===== config.mk =====
export PLATFORM = sky130hd
export DESIGN_NAME = mem_port_arbiter_flat
export DESIGN_NICKNAME = d
export VERILOG_FILES = /design/src/rtl/mem_port_arbiter_pkg.sv /design/src/rtl/mem_port_arbiter_if.sv /design/src/rtl/mem_port_arbiter_watchdog.sv /design/src/rtl/mem_port_arbiter.sv /design/src/flat_wrapper.sv
export SDC_FILE = /design/constraint.sdc
export NUM_CORES = 1
export LEC_CHECK = 0
export BUFFER_PORTS_ARGS = -buffer_cell sky130_fd_sc_hd__buf_2
export CELL_PAD_IN_SITES_DETAIL_PLACEMENT = 1
export CELL_PAD_IN_SITES_GLOBAL_PLACEMENT = 1
export CORE_AREA = 2 2 126 128
export DETAILED_ROUTE_END_ITERATION = 12
export DIE_AREA = 0 0 128 130
export PLACE_DENSITY_LB_ADDON = 0.1
export SYNTH_ARGS = -nofsm -noshare
export SYNTH_HDL_FRONTEND = slang
export SYNTH_SLANG_ARGS = --single-unit

===== constraint.sdc =====
create_clock -name clk -period 2.6 [get_ports clk]
set_input_delay 0.78 -clock clk [delete_from_list [all_inputs] [get_ports clk]]
set_output_delay 0.78 -clock clk [all_outputs]
set_load 0.01 [all_outputs]

===== src/rtl/mem_port_arbiter_pkg.sv =====
// mem_port_arbiter_pkg
//  Shared types and defaults for the unified-memory port arbiter.
//  Contents:
//   arb_state_e            arbiter FSM states (IDLE, BUSY_I, BUSY_D)
//   grant_e                owner of the most recent grant (GNT_IF, GNT_MEM)
//   MEMARB_DEAD_WORD       read data returned on an abandoned transfer
//   MEMARB_TIMEOUT_CYCLES  default bus_ready wait limit (used with MEMARB_TIMEOUT_EN)
package mem_port_arbiter_pkg;

    typedef enum logic [1:0] {
        IDLE   = 2'd0,
        BUSY_I = 2'd1,
        BUSY_D = 2'd2
    } arb_state_e;

    typedef enum logic {
        GNT_IF  = 1'b0,
        GNT_MEM = 1'b1
    } grant_e;

    localparam logic [31:0] MEMARB_DEAD_WORD      = 32'hDEAD_BEEF;
    localparam int          MEMARB_TIMEOUT_CYCLES = 64;

endpackage


===== src/rtl/mem_port_arbiter_if.sv =====
// mem_port_arbiter_if
//  Bundles the three sides of the arbiter: the IF-stage fetch port, the
//  MEM-stage load/store port and the shared memory bus.
//  Modports:
//   master  the arbiter itself (it masters the memory bus and answers both stages)
//   slave   the surroundings: pipeline stages plus the memory
//  Signals:
//   if_req/if_addr/if_abort -> if_ack/if_rdata/if_stall
//   mem_req/mem_we/mem_be/mem_addr/mem_wdata -> mem_ack/mem_rdata/mem_stall
//   bus_req/bus_we/bus_be/bus_addr/bus_wdata <- bus_rdata/bus_ready
//   timeout_err  sticky abandoned-transfer flag
interface mem_port_arbiter_if;

    logic        if_req;
    logic [29:0] if_addr;
    logic        if_abort;
    logic        if_ack;
    logic [31:0] if_rdata;
    logic        if_stall;

    logic        mem_req;
    logic        mem_we;
    logic [3:0]  mem_be;
    logic [29:0] mem_addr;
    logic [31:0] mem_wdata;
    logic        mem_ack;
    logic [31:0] mem_rdata;
    logic        mem_stall;

    logic        bus_req;
    logic        bus_we;
    logic [3:0]  bus_be;
    logic [29:0] bus_addr;
    logic [31:0] bus_wdata;
    logic [31:0] bus_rdata;
    logic        bus_ready;

    logic        timeout_err;

    modport master (
        input  if_req, if_addr, if_abort,
        input  mem_req, mem_we, mem_be, mem_addr, mem_wdata,
        input  bus_rdata, bus_ready,
        output if_ack, if_rdata, if_stall,
        output mem_ack, mem_rdata, mem_stall,
        output bus_req, bus_we, bus_be, bus_addr, bus_wdata,
        output timeout_err
    );

    modport slave (
        output if_req, if_addr, if_abort,
        output mem_req, mem_we, mem_be, mem_addr, mem_wdata,
        output bus_rdata, bus_ready,
        input  if_ack, if_rdata, if_stall,
        input  mem_ack, mem_rdata, mem_stall,
        input  bus_req, bus_we, bus_be, bus_addr, bus_wdata,
        input  timeout_err
    );

endinterface


===== src/rtl/mem_port_arbiter_watchdog.sv =====
// mem_port_arbiter_watchdog
//  Bus-transfer watchdog: a down-counter reloaded on every grant and
//  decremented while a transfer is outstanding; expired is raised in the
//  TIMEOUT_CYCLES-th busy cycle without completion.
//  Only built when MEMARB_TIMEOUT_EN is defined.
//  Ports:
//   clk      in  clock
//   rst      in  synchronous active-high reset
//   load     in  grant this cycle: reload the counter
//   run      in  a transfer is outstanding
//   expired  out terminal count reached while running
`ifdef MEMARB_TIMEOUT_EN
module mem_port_arbiter_watchdog #(
    parameter int TIMEOUT_CYCLES = 64
) (
    input  logic clk,
    input  logic rst,
    input  logic load,
    input  logic run,
    output logic expired
);

    localparam int               CNT_W   = (TIMEOUT_CYCLES > 2) ? $clog2(TIMEOUT_CYCLES) : 1;
    localparam logic [CNT_W-1:0] TC_LOAD = CNT_W'(TIMEOUT_CYCLES - 1);

    logic [CNT_W-1:0] cnt_q;

    always_ff @(posedge clk) begin
        if (rst) begin
            cnt_q <= '0;
        end else if (load) begin
            cnt_q <= TC_LOAD;
        end else if (run && (cnt_q != '0)) begin
            cnt_q <= cnt_q - 1'b1;
        end
    end

    assign expired = run && (cnt_q == '0);

endmodule
`endif


===== src/rtl/mem_port_arbiter.sv =====
// mem_port_arbiter
//  Shares one single-ported memory between instruction fetch (IF) and
//  load/store (MEM). One bus transfer at a time, round-robin on ties,
//  one-cycle ack pulse per completed request, per-stage stall outputs.
//  Ports:
//   clk   in  clock
//   rst   in  synchronous active-high reset
//   port  mem_port_arbiter_if.master (fetch port, data port, memory bus,
//         timeout_err)
//  Parameters:
//   TIMEOUT_CYCLES  bus_ready wait limit before abandoning a transfer
//   DEAD_WORD       read data returned on an abandoned transfer
//  Build option:
//   MEMARB_TIMEOUT_EN  when defined, a watchdog abandons transfers that see no
//                      bus_ready for TIMEOUT_CYCLES cycles and sets timeout_err;
//                      when undefined the arbiter waits forever and
//                      timeout_err stays 0.
//
//  state  | meaning
//  IDLE   | no transfer on the bus; grant decision made here
//  BUSY_I | fetch transfer outstanding on the bus
//  BUSY_D | load/store transfer outstanding on the bus
module mem_port_arbiter
    import mem_port_arbiter_pkg::*;
#(
    parameter int          TIMEOUT_CYCLES = MEMARB_TIMEOUT_CYCLES,
    parameter logic [31:0] DEAD_WORD      = MEMARB_DEAD_WORD
) (
    input  logic               clk,
    input  logic               rst,
    mem_port_arbiter_if.master port
);

    arb_state_e  state_q, state_d;
    grant_e      last_q, last_d;
    logic        abort_q, abort_d;
    logic        bus_req_q, bus_req_d;
    logic        bus_we_q, bus_we_d;
    logic [3:0]  bus_be_q, bus_be_d;
    logic [29:0] bus_addr_q, bus_addr_d;
    logic [31:0] bus_wdata_q, bus_wdata_d;
    logic        if_ack_q, if_ack_d;
    logic        mem_ack_q, mem_ack_d;
    logic [31:0] if_rdata_q, if_rdata_d;
    logic [31:0] mem_rdata_q, mem_rdata_d;
    logic        terr_q, terr_d;

    logic        grant;
    logic        wd_expired;
    logic        if_elig;
    logic        mem_elig;
    logic        pick_mem;
    logic        xfer_done;
    logic        abort_now;
    logic [31:0] rdata_in;

    // A requester whose ack is pulsing this cycle is still holding req high;
    // it must not be granted again off that stale request.
    assign if_elig   = port.if_req && !if_ack_q && !port.if_abort;
    assign mem_elig  = port.mem_req && !mem_ack_q;
    assign pick_mem  = mem_elig && (!if_elig || (last_q == GNT_IF));

    assign xfer_done = port.bus_ready || wd_expired;
    assign rdata_in  = port.bus_ready ? port.bus_rdata : DEAD_WORD;
    assign abort_now = abort_q || port.if_abort;

    always_comb begin
        state_d     = state_q;
        last_d      = last_q;
        abort_d     = abort_q;
        bus_req_d   = bus_req_q;
        bus_we_d    = bus_we_q;
        bus_be_d    = bus_be_q;
        bus_addr_d  = bus_addr_q;
        bus_wdata_d = bus_wdata_q;
        if_ack_d    = 1'b0;
        mem_ack_d   = 1'b0;
        if_rdata_d  = if_rdata_q;
        mem_rdata_d = mem_rdata_q;
        terr_d      = terr_q || (wd_expired && !port.bus_ready);
        grant       = 1'b0;

        case (state_q)
            IDLE: begin
                abort_d = 1'b0;
                if (pick_mem) begin
                    state_d     = BUSY_D;
                    last_d      = GNT_MEM;
                    grant       = 1'b1;
                    bus_req_d   = 1'b1;
                    bus_we_d    = port.mem_we;
                    bus_be_d    = port.mem_be;
                    bus_addr_d  = port.mem_addr;
                    bus_wdata_d = port.mem_wdata;
                end else if (if_elig) begin
                    state_d     = BUSY_I;
                    last_d      = GNT_IF;
                    grant       = 1'b1;
                    bus_req_d   = 1'b1;
                    bus_we_d    = 1'b0;
                    bus_be_d    = 4'hF;
                    bus_addr_d  = port.if_addr;
                    bus_wdata_d = '0;
                end
            end

            BUSY_I: begin
                // A flushed fetch still runs to completion on the bus; only
                // the ack back to the pipeline is dropped.
                abort_d = abort_now;
                if (xfer_done) begin
                    state_d   = IDLE;
                    bus_req_d = 1'b0;
                    abort_d   = 1'b0;
                    if (!abort_now) begin
                        if_ack_d   = 1'b1;
                        if_rdata_d = rdata_in;
                    end
                end
            end

            BUSY_D: begin
                if (xfer_done) begin
                    state_d     = IDLE;
                    bus_req_d   = 1'b0;
                    mem_ack_d   = 1'b1;
                    mem_rdata_d = (bus_we_q && port.bus_ready) ? 32'h0 : rdata_in;
                end
            end

            default: begin
                state_d   = IDLE;
                bus_req_d = 1'b0;
            end
        endcase
    end

    always_ff @(posedge clk) begin
        if (rst) begin
            state_q     <= IDLE;
            last_q      <= GNT_IF;
            abort_q     <= 1'b0;
            bus_req_q   <= 1'b0;
            bus_we_q    <= 1'b0;
            bus_be_q    <= '0;
            bus_addr_q  <= '0;
            bus_wdata_q <= '0;
            if_ack_q    <= 1'b0;
            mem_ack_q   <= 1'b0;
            if_rdata_q  <= '0;
            mem_rdata_q <= '0;
            terr_q      <= 1'b0;
        end else begin
            state_q     <= state_d;
            last_q      <= last_d;
            abort_q     <= abort_d;
            bus_req_q   <= bus_req_d;
            bus_we_q    <= bus_we_d;
            bus_be_q    <= bus_be_d;
            bus_addr_q  <= bus_addr_d;
            bus_wdata_q <= bus_wdata_d;
            if_ack_q    <= if_ack_d;
            mem_ack_q   <= mem_ack_d;
            if_rdata_q  <= if_rdata_d;
            mem_rdata_q <= mem_rdata_d;
            terr_q      <= terr_d;
        end
    end

`ifdef MEMARB_TIMEOUT_EN
    mem_port_arbiter_watchdog #(
        .TIMEOUT_CYCLES(TIMEOUT_CYCLES)
    ) u_watchdog (
        .clk     (clk),
        .rst     (rst),
        .load    (grant),
        .run     (state_q != IDLE),
        .expired (wd_expired)
    );
`else
    assign wd_expired = 1'b0;
`endif

    assign port.if_ack      = if_ack_q;
    assign port.if_rdata    = if_rdata_q;
    assign port.if_stall    = port.if_req && !if_ack_q;
    assign port.mem_ack     = mem_ack_q;
    assign port.mem_rdata   = mem_rdata_q;
    assign port.mem_stall   = port.mem_req && !mem_ack_q;
    assign port.bus_req     = bus_req_q;
    assign port.bus_we      = bus_we_q;
    assign port.bus_be      = bus_be_q;
    assign port.bus_addr    = bus_addr_q;
    assign port.bus_wdata   = bus_wdata_q;
    assign port.timeout_err = terr_q;

endmodule


===== src/flat_wrapper.sv =====
// flat-port wrapper written by rule: the top's interface ports become plain ports
module mem_port_arbiter_flat import mem_port_arbiter_pkg::*;
#(
    parameter int          TIMEOUT_CYCLES = MEMARB_TIMEOUT_CYCLES,
    parameter logic [31:0] DEAD_WORD      = MEMARB_DEAD_WORD
)
  (clk, rst, port_if_req, port_if_addr, port_if_abort, port_mem_req, port_mem_we, port_mem_be, port_mem_addr, port_mem_wdata, port_bus_rdata, port_bus_ready, port_if_ack, port_if_rdata, port_if_stall, port_mem_ack, port_mem_rdata, port_mem_stall, port_bus_req, port_bus_we, port_bus_be, port_bus_addr, port_bus_wdata, port_timeout_err);
  mem_port_arbiter_if port_i ();
  input  logic clk;
  input  logic rst;
  input wire logic [$bits(port_i.if_req)-1:0] port_if_req;
  input wire logic [$bits(port_i.if_addr)-1:0] port_if_addr;
  input wire logic [$bits(port_i.if_abort)-1:0] port_if_abort;
  input wire logic [$bits(port_i.mem_req)-1:0] port_mem_req;
  input wire logic [$bits(port_i.mem_we)-1:0] port_mem_we;
  input wire logic [$bits(port_i.mem_be)-1:0] port_mem_be;
  input wire logic [$bits(port_i.mem_addr)-1:0] port_mem_addr;
  input wire logic [$bits(port_i.mem_wdata)-1:0] port_mem_wdata;
  input wire logic [$bits(port_i.bus_rdata)-1:0] port_bus_rdata;
  input wire logic [$bits(port_i.bus_ready)-1:0] port_bus_ready;
  output wire logic [$bits(port_i.if_ack)-1:0] port_if_ack;
  output wire logic [$bits(port_i.if_rdata)-1:0] port_if_rdata;
  output wire logic [$bits(port_i.if_stall)-1:0] port_if_stall;
  output wire logic [$bits(port_i.mem_ack)-1:0] port_mem_ack;
  output wire logic [$bits(port_i.mem_rdata)-1:0] port_mem_rdata;
  output wire logic [$bits(port_i.mem_stall)-1:0] port_mem_stall;
  output wire logic [$bits(port_i.bus_req)-1:0] port_bus_req;
  output wire logic [$bits(port_i.bus_we)-1:0] port_bus_we;
  output wire logic [$bits(port_i.bus_be)-1:0] port_bus_be;
  output wire logic [$bits(port_i.bus_addr)-1:0] port_bus_addr;
  output wire logic [$bits(port_i.bus_wdata)-1:0] port_bus_wdata;
  output wire logic [$bits(port_i.timeout_err)-1:0] port_timeout_err;
  assign port_i.if_req = port_if_req;
  assign port_i.if_addr = port_if_addr;
  assign port_i.if_abort = port_if_abort;
  assign port_i.mem_req = port_mem_req;
  assign port_i.mem_we = port_mem_we;
  assign port_i.mem_be = port_mem_be;
  assign port_i.mem_addr = port_mem_addr;
  assign port_i.mem_wdata = port_mem_wdata;
  assign port_i.bus_rdata = port_bus_rdata;
  assign port_i.bus_ready = port_bus_ready;
  assign port_if_ack = port_i.if_ack;
  assign port_if_rdata = port_i.if_rdata;
  assign port_if_stall = port_i.if_stall;
  assign port_mem_ack = port_i.mem_ack;
  assign port_mem_rdata = port_i.mem_rdata;
  assign port_mem_stall = port_i.mem_stall;
  assign port_bus_req = port_i.bus_req;
  assign port_bus_we = port_i.bus_we;
  assign port_bus_be = port_i.bus_be;
  assign port_bus_addr = port_i.bus_addr;
  assign port_bus_wdata = port_i.bus_wdata;
  assign port_timeout_err = port_i.timeout_err;
  mem_port_arbiter #(.TIMEOUT_CYCLES(TIMEOUT_CYCLES), .DEAD_WORD(DEAD_WORD)) u_core (.clk(clk), .rst(rst), .port(port_i));
endmodule

==> run metrics <==
status finished clean; Pins Over Slew Limit 0; Clock Path Buffers 2; clock root buffer clkbuf_16; Place WS 402 ps; max_cap viols 0; Initial Utilization between 30% and 40%; Max VDD drop 0.000408 V; register area share after synthesis 53.9%; Post-DRT Antenna Nets 0; CORE AREA roughly 0.015 mm^2; fmax 455 MHz; nature of the critical path endpoint primary output; Worst-Margin Slew 537 ps; Final HPWL DP around 12 mm; htree depth 4; Period Utilization, post-route 84.6%; post-route cell area between 0.007 and 0.008 mm^2; static leakage 3.40 nW; I/O Buffers 270; Layout Cells excl Fill 1016; critical hold path startpoint u_core.port.if_rdata[19]; Worst Setup SP port_mem_req; number of fill cells 1849; number of global-route vias before repair between 5000 and 6000; Crit Reg-Reg Startpoint u_core.state_q[0]; grt ovf 0; final wirelength 17.3 mm; via count 5043; Yosys cell types 34; DIE AREA 0.0166 mm^2; # IOs 272; CP max FO 7; DR vias/cell 4.96; # setup viols final 0; Final nets between 900 and 1000; yosys warns 0; GP Congestion ~0.76; Crit Path Category in -> out; initial antenna violation count 1; DR WL/cell 17.0 um; initial drt markers 161; drt drc 0; register bit total from synthesis 138; Inst Count DP 982; die width around 130 um; layout cells sized above 1 41.7%; cell count after synthesis 555; power density cells ~770 mW/mm^2; worst skew pair latency about 420 ps; critical path launch point type input pin; unrepaired setup endpoints after global routing false; Rows 46; worst hold-check path type reg -> reg; CP Data Required Time between 1500 and 2000 ps; GRT Overall Usage 20.4%; final worst path period need 2200 ps; DR pass1 iterations 4; clock-pin slew on the worst setup and hold paths ~60 ps; Worst slew margin between 60% and 70%; syn_area_per_cell 9.23 um^2; final hold vios 0; flop-to-flop setup slack 740 ps; Worst Clk Skew between 10 and 15 ps; area post-placement ~0.0066 mm^2; commonest non-fill, non-tap cell in the layout buf_2; overall power 0.00555 W; final worst slack between 300 and 400 ps; setup tns final 0 ps; Synth Net Count 693; # clock sinks 138; CTS Hold Bufs 0; largest net degree at the start of global routing 47; TritonCTS clock tree done; TritonCTS Buffers 17; Critical Path AT 1420 ps; # Post-CTS Setup Buffers 0; global-route wire length before repair 26.7 mm; commonest cells after routing, fill and taps aside buf_2 (269), dfxtp_1 (138), nand2_1 (99), nor2_1 (75), a21oi_1 (67); area growth from synthesis to layout 40.1%; Die Y 130 um; # resized after CTS 0; Cell Area, Synth between 0.005 and 0.006 mm^2
[state kept, by name, summed over array words and instances, names as in the netlist]
signal	flops
u_core.abort_q	1
u_core.last_q	1
u_core.port.bus_addr	30
u_core.port.bus_be	4
u_core.port.bus_req	1
u_core.port.bus_wdata	32
u_core.port.bus_we	1
u_core.port.if_ack	1
u_core.port.if_rdata	32
u_core.port.mem_ack	1
u_core.port.mem_rdata	32
u_core.state_q	2
[cell families after synthesis]
kind of cell | synth area share, %
simple gates | 14.9
compound gates | 25.7
flops | 53.9
buf+inv | 4.67
fa+ha+maj | 0.733
other cells | 0.0732
[synthesized netlist by cell type]
cell       count  area share (%)
and3b_1        1            0.17
nand2_1       99             7.3
and2_1         1            0.12
o21a_1         1            0.15
and3_1         2            0.24
a211oi_1       4            0.59
a22o_1        32             5.5
buf_4          2            0.29
o21ai_4        1            0.32
buf_1          1           0.073
conb_1         1           0.073
buf_6          3            0.66
nand2b_1       2            0.24
dfxtp_1      138              54
inv_1          2            0.15
nand3_1        1           0.098
o22ai_1        4            0.49
o21ai_0        2            0.20
nand4bb_1      1            0.22
nor2_1        75             5.5
buf_2         17             1.7
nor3_1         2            0.20
nor3b_2        1            0.24
a21oi_1       69             6.7
a211oi_2      26             6.4
or3b_4         1            0.22
ha_1           3            0.73
clkbuf_1      24             1.8
o2111ai_1      1            0.17
a22oi_1       33             4.8
inv_2          1           0.073
a21boi_4       1            0.37
nor2b_1        2            0.24
and2b_1        1            0.15
[stage by stage]
stage	hold slack [ps]	utilization (%)
3_5_place_dp	452	42.9
6_report	453	46.5
5_1_grt	473	46.5
3_3_place_gp	440	42.9
2_1_floorplan	450	-
4_1_cts	460	46.5
[power by group]
group	switching (W)	leakage, nW	internal (W)
Sequential	0.0000735	1.13	0.00226
Combinational	0.000531	2.00	0.000372
Clock	0.000886	0.274	0.00143
[critical path: stages]
cell and delay (ps):
buf_2 100, nand2b_1 260, inv_2 110, buf_2 170
[final cells by class]
cell class	instances	area (um^2)	share of cell area, %
Tap cell	192	240	3.35
Antenna cell	2	5.00	0.0697
Inverter	3	11.3	0.157
Sequential cell	138	2760	38.5
Clock buffer	23	458	6.38
Clock inverter	9	97.6	1.36
Multi-Input combinational cell	367	2130	29.7
Timing Repair Buffer	282	1470	20.5
[final timing paths]
kind,end,cells after the start
min,u_core.port.if_rdata[19],2
max,port_mem_stall,4
min reg2reg,u_core.port.if_rdata[19],2
max reg2reg,u_core.port.bus_wdata[19],7
[layer usage]
layer / vias to the layer above / GRT usage (%) / wire [um] / share of wire [%]
met5: - / 0 / 0 / 0
met4: 0 / 7.95 / 392 / 2.3
met3: 25 / 6.27 / 1090 / 6.3
met2: 172 / 35.9 / 8550 / 50
met1: 2413 / 23.4 / 7230 / 42
li1: 2433 / - / - / -
No activity file was read; power rests on OpenSTA's default activity.
